File: config.mk
export PLATFORM = sky130hd
export DESIGN_NAME = regfile_write_arbiter
export DESIGN_NICKNAME = d
export VERILOG_FILES = /design/src/rtl/regfile_write_arbiter.sv
export SDC_FILE = /design/constraint.sdc
export NUM_CORES = 1
export LEC_CHECK = 0
export ABC_AREA = 1
export BUFFER_PORTS_ARGS = -buffer_cell sky130_fd_sc_hd__buf_2
export CAP_MARGIN = 20
export CORE_MARGIN = 2
export CORE_UTILIZATION = 47
export CTS_CLUSTER_SIZE = 25
export DETAILED_ROUTE_END_ITERATION = 10
export PLACE_DENSITY = 0.8
export SYNTH_ARGS = -nofsm -noshare
export SYNTH_HDL_FRONTEND = slang
export SYNTH_SLANG_ARGS = --single-unit
File: constraint.sdc
create_clock -name clk -period 2.1 [get_ports clk]
set_input_delay 0.21 -clock clk [delete_from_list [all_inputs] [get_ports clk]]
set_output_delay 0.21 -clock clk [all_outputs]
set_load 0.02 [all_outputs]
File: src/rtl/regfile_write_arbiter.sv
// Register-file write-port arbiter: round-robin valid/ready grant among NREQ
// requesters, plus a clear sequence that zeroes NREGS registers after reset or on init_req.
module regfile_write_arbiter #(
  parameter int unsigned NREQ   = 3,
  parameter int unsigned DATA_W = 16,
  parameter int unsigned ADDR_W = 3,
  parameter int unsigned NREGS  = 8
) (
  input  logic                   clk,
  input  logic                   rst,
  input  logic                   init_req,
  input  logic [NREQ-1:0]        req_valid,
  input  logic [NREQ*ADDR_W-1:0] req_addr,
  input  logic [NREQ*DATA_W-1:0] req_data,
  output logic [NREQ-1:0]        req_ready,
  output logic                   rf_regwrite,
  output logic [ADDR_W-1:0]      rf_writereg,
  output logic [DATA_W-1:0]      rf_writedata,
  output logic [1:0]             grant_id,
  output logic                   init_done
);

  typedef enum logic {ST_INIT, ST_RUN} state_t;

  state_t            r_state;
  logic [ADDR_W-1:0] r_clr_cnt;
  logic [1:0]        r_rr_ptr;

  logic [2:0]        w_sum;
  logic [1:0]        w_idx;
  logic [1:0]        w_gidx;
  logic              w_found;
  logic              w_accept;
  logic [NREQ-1:0]   w_grant;

  // Walk the requesters starting at r_rr_ptr, wrapping mod NREQ; first valid wins.
  always_comb begin
    w_sum   = '0;
    w_idx   = '0;
    w_gidx  = '0;
    w_found = 1'b0;
    for (int unsigned k = 0; k < NREQ; k++) begin
      w_sum = {1'b0, r_rr_ptr} + 3'(k);
      if (w_sum >= 3'(NREQ)) w_sum = w_sum - 3'(NREQ);
      w_idx = w_sum[1:0];
      if (!w_found && req_valid[w_idx]) begin
        w_found = 1'b1;
        w_gidx  = w_idx;
      end
    end
    w_grant = '0;
    if (w_found) w_grant[w_gidx] = 1'b1;
    w_accept  = rst && (r_state == ST_RUN) && w_found;
    req_ready = w_accept ? w_grant : '0;
  end

  always_ff @(posedge clk or negedge rst) begin
    if (!rst) begin
      r_state      <= ST_INIT;
      r_clr_cnt    <= '0;
      r_rr_ptr     <= '0;
      rf_regwrite  <= 1'b0;
      rf_writereg  <= '0;
      rf_writedata <= '0;
      grant_id     <= '0;
      init_done    <= 1'b0;
    end else begin
      case (r_state)
        ST_INIT: begin
          init_done    <= 1'b0;
          rf_writedata <= '0;
          if (init_req) begin
            rf_regwrite <= 1'b0;
            r_clr_cnt   <= '0;
          end else begin
            rf_regwrite <= 1'b1;
            rf_writereg <= r_clr_cnt;
            if (r_clr_cnt == ADDR_W'(NREGS - 1)) begin
              r_state   <= ST_RUN;
              r_clr_cnt <= '0;
            end else begin
              r_clr_cnt <= r_clr_cnt + 1'b1;
            end
          end
        end
        ST_RUN: begin
          rf_regwrite <= w_accept;
          if (w_accept) begin
            rf_writereg  <= req_addr[w_gidx*ADDR_W +: ADDR_W];
            rf_writedata <= req_data[w_gidx*DATA_W +: DATA_W];
            grant_id     <= w_gidx;
            r_rr_ptr     <= (w_gidx == 2'(NREQ - 1)) ? 2'd0 : w_gidx + 2'd1;
          end
          // An accept in the same cycle still issues; the clears follow it.
          if (init_req) begin
            r_state   <= ST_INIT;
            r_clr_cnt <= '0;
            init_done <= 1'b0;
          end else begin
            init_done <= 1'b1;
          end
        end
        default: r_state <= ST_INIT;
      endcase
    end
  end

endmodule

==> results by stage <==
Outcome:
- The run finished, with violations left.
- The final reports fail on setup timing.

Cells and area:
- The layout cell share with drive strength beyond 1 is 0.476.
- The core utilization of the finished layout is 0.732.
- The multi-input combinational cells in the finished layout cover a total of 1170 µm².
- After filler insertion, the fill cell instance count of the layout stands at 307.
- The final-stage net count is 440.
- The register cell area after layout is 727 µm².
- The repair_antennas step left the layout with diodes totalling 0.
- Relative to the synthesized area, the layout overhead comes to 50.5%.

Place:
- Buffers placed on the I/O ports in this run total 88.
- Detailed placement ended at an HPWL of 4150 µm.
- Routability-driven placement finished with a final weighted congestion of 0.894.

Logic synthesis:
- By count the netlist is led by 81 x sky130_fd_sc_hd__nand2_1, 35 x sky130_fd_sc_hd__inv_1, 32 x sky130_fd_sc_hd__nand3_1, 29 x sky130_fd_sc_hd__dfrtp_1, 16 x sky130_fd_sc_hd__nand3b_1.
- The adder-cell share of the synthesized area is 0.0386.
- The number of enable-type register cells in the synthesized netlist is 0.
- The average cell area after synthesis is 7.40 µm².
- The share of the synthesized area in compound gates (AO/OA/AOI/OAI) is 0.0489.
- The share of synthesized cell area in and, or, nand and nor gates is 0.417.
- For this run, the number of Yosys warnings is 0.
- Yosys attributes the largest share of cell area to sky130_fd_sc_hd__dfrtp_1 37%, sky130_fd_sc_hd__nand2_1 16%, sky130_fd_sc_hd__nand3_1 8.2%.
- For this run, the register share of the synthesized area comes to 0.373.
- After synthesis, the share of flip-flops with an asynchronous set or reset is 1.00.
- The count of unique library cells instantiated by Yosys is 28.
- Synthesis inferred 29 register bits.
- Of the total synthesized cell area, the portion taken by XOR and XNOR cells is 0.
- The most used standard cell by instance count after synthesis is sky130_fd_sc_hd__nand2_1.
- The area share of the largest cell type after synthesis is 0.373.
- When the netlist entered floorplanning its net count stood at 332.
- By area, the combinational part of the netlist is dominated by simple AND/OR/NAND/NOR gates.
- The synthesized netlist cell count is 263.
- The primary flip-flop cell chosen by synthesis mapping is sky130_fd_sc_hd__dfrtp_1.
- The mux contribution to synthesized area is 0.
- The cell taking the most area after synthesis is sky130_fd_sc_hd__dfrtp_1.
- The cell area that synthesis handed to floorplanning was 1950 µm².

Route:
- The post-route antenna net violation count is 0.
- For this run, design rule violations remaining after detail routing come to 0.
- Before antenna repair, the detailed router went through 4 iterations.
- The count of vias placed by the detailed router is 2244.
- The number of design-rule violations left by the first detailed-router iteration is 183.
- The mean number of vias per cell is 5.32.
- The detailed-route wire length is 6500 µm.
- After detailed routing, the average wire length per cell comes to 15.4 µm.

Power and ir drop:
- The leakage dissipation is 0.00164 µW.
- The power density over the cells is 890 nW/µm².
- IR analysis of the VDD net gives a maximum drop of 558 µV.

CTS:
- The tree is rooted in a sky130_fd_sc_hd__clkbuf_8.
- After clock tree synthesis, the clock-pin slew on the worst setup and hold paths is 60 ps.
- The clock buffer count from CTS is 5.
- The TritonCTS sink count is 29.
- The later-pin clock latency in the skew report is 290 ps.
- The longest clock path from root to sink contains 2 buffers.
- The clock tree from TritonCTS is done.
- The deepest level of the CTS H-tree is 2.

Worst setup path:
- The largest fanout of any net on the critical path is 5.
- The dominant cell type by count on the critical path is sky130_fd_sc_hd__nand2_4.
- The data required time of the worst path is 1890 ps.
- In this design, the stage delay of the slowest critical-path cell is 440 ps.
- Data arrives at the worst endpoint at 2080 ps.
- Walking the worst path, the cells encountered are inv_2 -> ha_4 -> inv_4 -> nand3_4 -> nand2_4 -> nor2_4 -> nand4_1 -> nand2_4 -> nand2_2 -> nor3_2 -> buf_4.
- STA classifies the critical path startpoint as a flip-flop.
- The critical path in this run is classified as reg -> out.
- For this design, the slowest cell found on the critical path is sky130_fd_sc_hd__dfrtp_2.
- The endpoint type of the worst setup path is an output port.

STA:
- Setup repair after global routing could not meet its margin everywhere.
- Headroom to the max-slew limit came out at 0.748.
- The number of slew-limit violations in the final report is 0.
- Of the available clock period, the critical path in the final layout requires 1.09.
- The post-route minimum period is 2290 ps.
- Setup violations remaining at the end of the flow were counted as 23.
- The final count of hold timing violations was 0.
- For this run, the top clock speed supported by timing is 437 MHz.
- The actual slew at the worst max-slew pin is 377 ps.
- The clock arrives with 8.00 ps of skew.
- The post-layout worst setup margin is -189 ps.
- The post-route worst hold slack is 97.8 ps.

Floorplanning:
- The die boundary height is 68.3 µm.
- The width of the chip is 68.3 µm.
- The starting density of the core is 0.486.
- The number of ports placed on the die boundary is 89.
- The die covers 4670 µm².
- The initialized floorplan defines 23 standard-cell rows.
- The core region is 4000 µm².

Global route:
- The total congestion overflow is 0.
- The first global-routing pass estimated 8800 µm of wire.
- The combined global-route utilization of all metal layers is 0.255.
- Entering global routing, the biggest net connects 30 pins.
- The number of antenna violations at the first check in global routing was 0.
- The via count of the first global-routing pass is 1992.

Job:
- The reported max-cap violation count is 0.

Hold path:
- The classification of the worst-slack hold path is in -> reg.
## repair_timing
action	CTS	global route
hold endpoints to repair	29	0
endpoints found under the setup margin	4	22
pin swaps	9	24
buffers inserted	7	2
cloned	0	1
hold buffers	1	0
gates resized for setup	21	46
## cell usage in the layout, fill, tap and decap left out, types with 3 or more instances in the layout
master	n
sky130_fd_sc_hd__nor2_1	5
sky130_fd_sc_hd__nand3b_1	16
sky130_fd_sc_hd__buf_2	85
sky130_fd_sc_hd__nand3_1	26
sky130_fd_sc_hd__nand2_2	18
sky130_fd_sc_hd__nand3_4	3
sky130_fd_sc_hd__ha_1	3
sky130_fd_sc_hd__dfrtp_1	28
sky130_fd_sc_hd__inv_2	5
sky130_fd_sc_hd__nand3_2	6
sky130_fd_sc_hd__clkbuf_8	6
sky130_fd_sc_hd__nand2_1	61
sky130_fd_sc_hd__nand4_1	13
sky130_fd_sc_hd__a21oi_1	3
sky130_fd_sc_hd__buf_4	15
sky130_fd_sc_hd__buf_6	6
sky130_fd_sc_hd__a21oi_2	6
sky130_fd_sc_hd__buf_12	3
sky130_fd_sc_hd__nand2_4	7
sky130_fd_sc_hd__inv_1	32
## stage by stage
step	power [µW]	setup slack (ps)	instance area, µm²	std cells	setup TNS (ps)
2_1_floorplan	1260	115	1950	263	0
3_3_place_gp	1470	89.4	2480	403	0
3_5_place_dp	1500	16.5	2480	403	0
4_1_cts	2290	-142	2730	419	-273
5_1_grt	2730	-300	2930	422	-3540
6_report	2610	-189	2930	422	-1380
## metal layers
| metal | share of wire | track usage | up-vias |
|---|---|---|---|
| met3 | 0.067 | 0.0526 | 20 |
| met5 | 0 | 0 | - |
| met2 | 0.51 | 0.427 | 93 |
| met4 | 0.032 | 0.113 | 0 |
| met1 | 0.39 | 0.314 | 1069 |
| li1 | - | - | 1062 |
## worst paths after layout
kind	start	end	slack [ps]	depth (start not counted)
setup / recovery	r_rr_ptr[1]$_DFFE_PN0P_	req_ready[0]	-190	11
hold / removal	init_req	r_state$_DFF_PN0_	100	2
setup reg to reg	r_rr_ptr[1]$_DFFE_PN0P_	rf_writedata[8]$_DFFE_PN0P_	-100	13
hold reg to reg	rf_writereg[1]$_DFFE_PN0P_	rf_writereg[1]$_DFFE_PN0P_	490	2
max in group asynchronous	rst	r_rr_ptr[1]$_DFFE_PN0P_	1240	3
min in group asynchronous	rst	grant_id[0]$_DFFE_PN0P_	560	3
## power breakdown
group | internal, µW | leakage, µW | switching, µW
Clock | 386 | 0.0000585 | 229
Sequential | 596 | 0.000389 | 30.6
Combinational | 575 | 0.00120 | 791
Total | 1560 | 0.00164 | 1050
## logic make-up (layout without fill, tap and decap cells)
logic type      Yosys count  count (layout)
simple gates            161             161
buf+inv                  50             159
flops                    29              29
compound gates           17              17
fa+ha+maj                 6               6
## flip-flops by register name, summed over array words and instances, names as in the netlist
register      cells
r_clr_cnt         3
rf_writereg       3
rf_writedata     16
r_rr_ptr          2
grant_id          2
r_state           1
init_done         1
rf_regwrite       1
## cell type report
cell class | instances | share of cell area
well taps | 50 | 0.0214
inverters | 40 | 0.0543
multi-input cells | 184 | 0.401
repair buffers | 111 | 0.236
clock buffers | 7 | 0.0295
clock inverters | 1 | 0.0103
flip-flops and latches | 29 | 0.248
## critical path, delay by kind of cell, from the launching register on
| family | cells | cell delay, ps |
|---|---|---|
| flops | 1 | 440 |
| simple gates | 7 | 810 |
| buf+inv | 3 | 320 |
| fa+ha+maj | 1 | 200 |
Power figures use the tool's default switching activity.
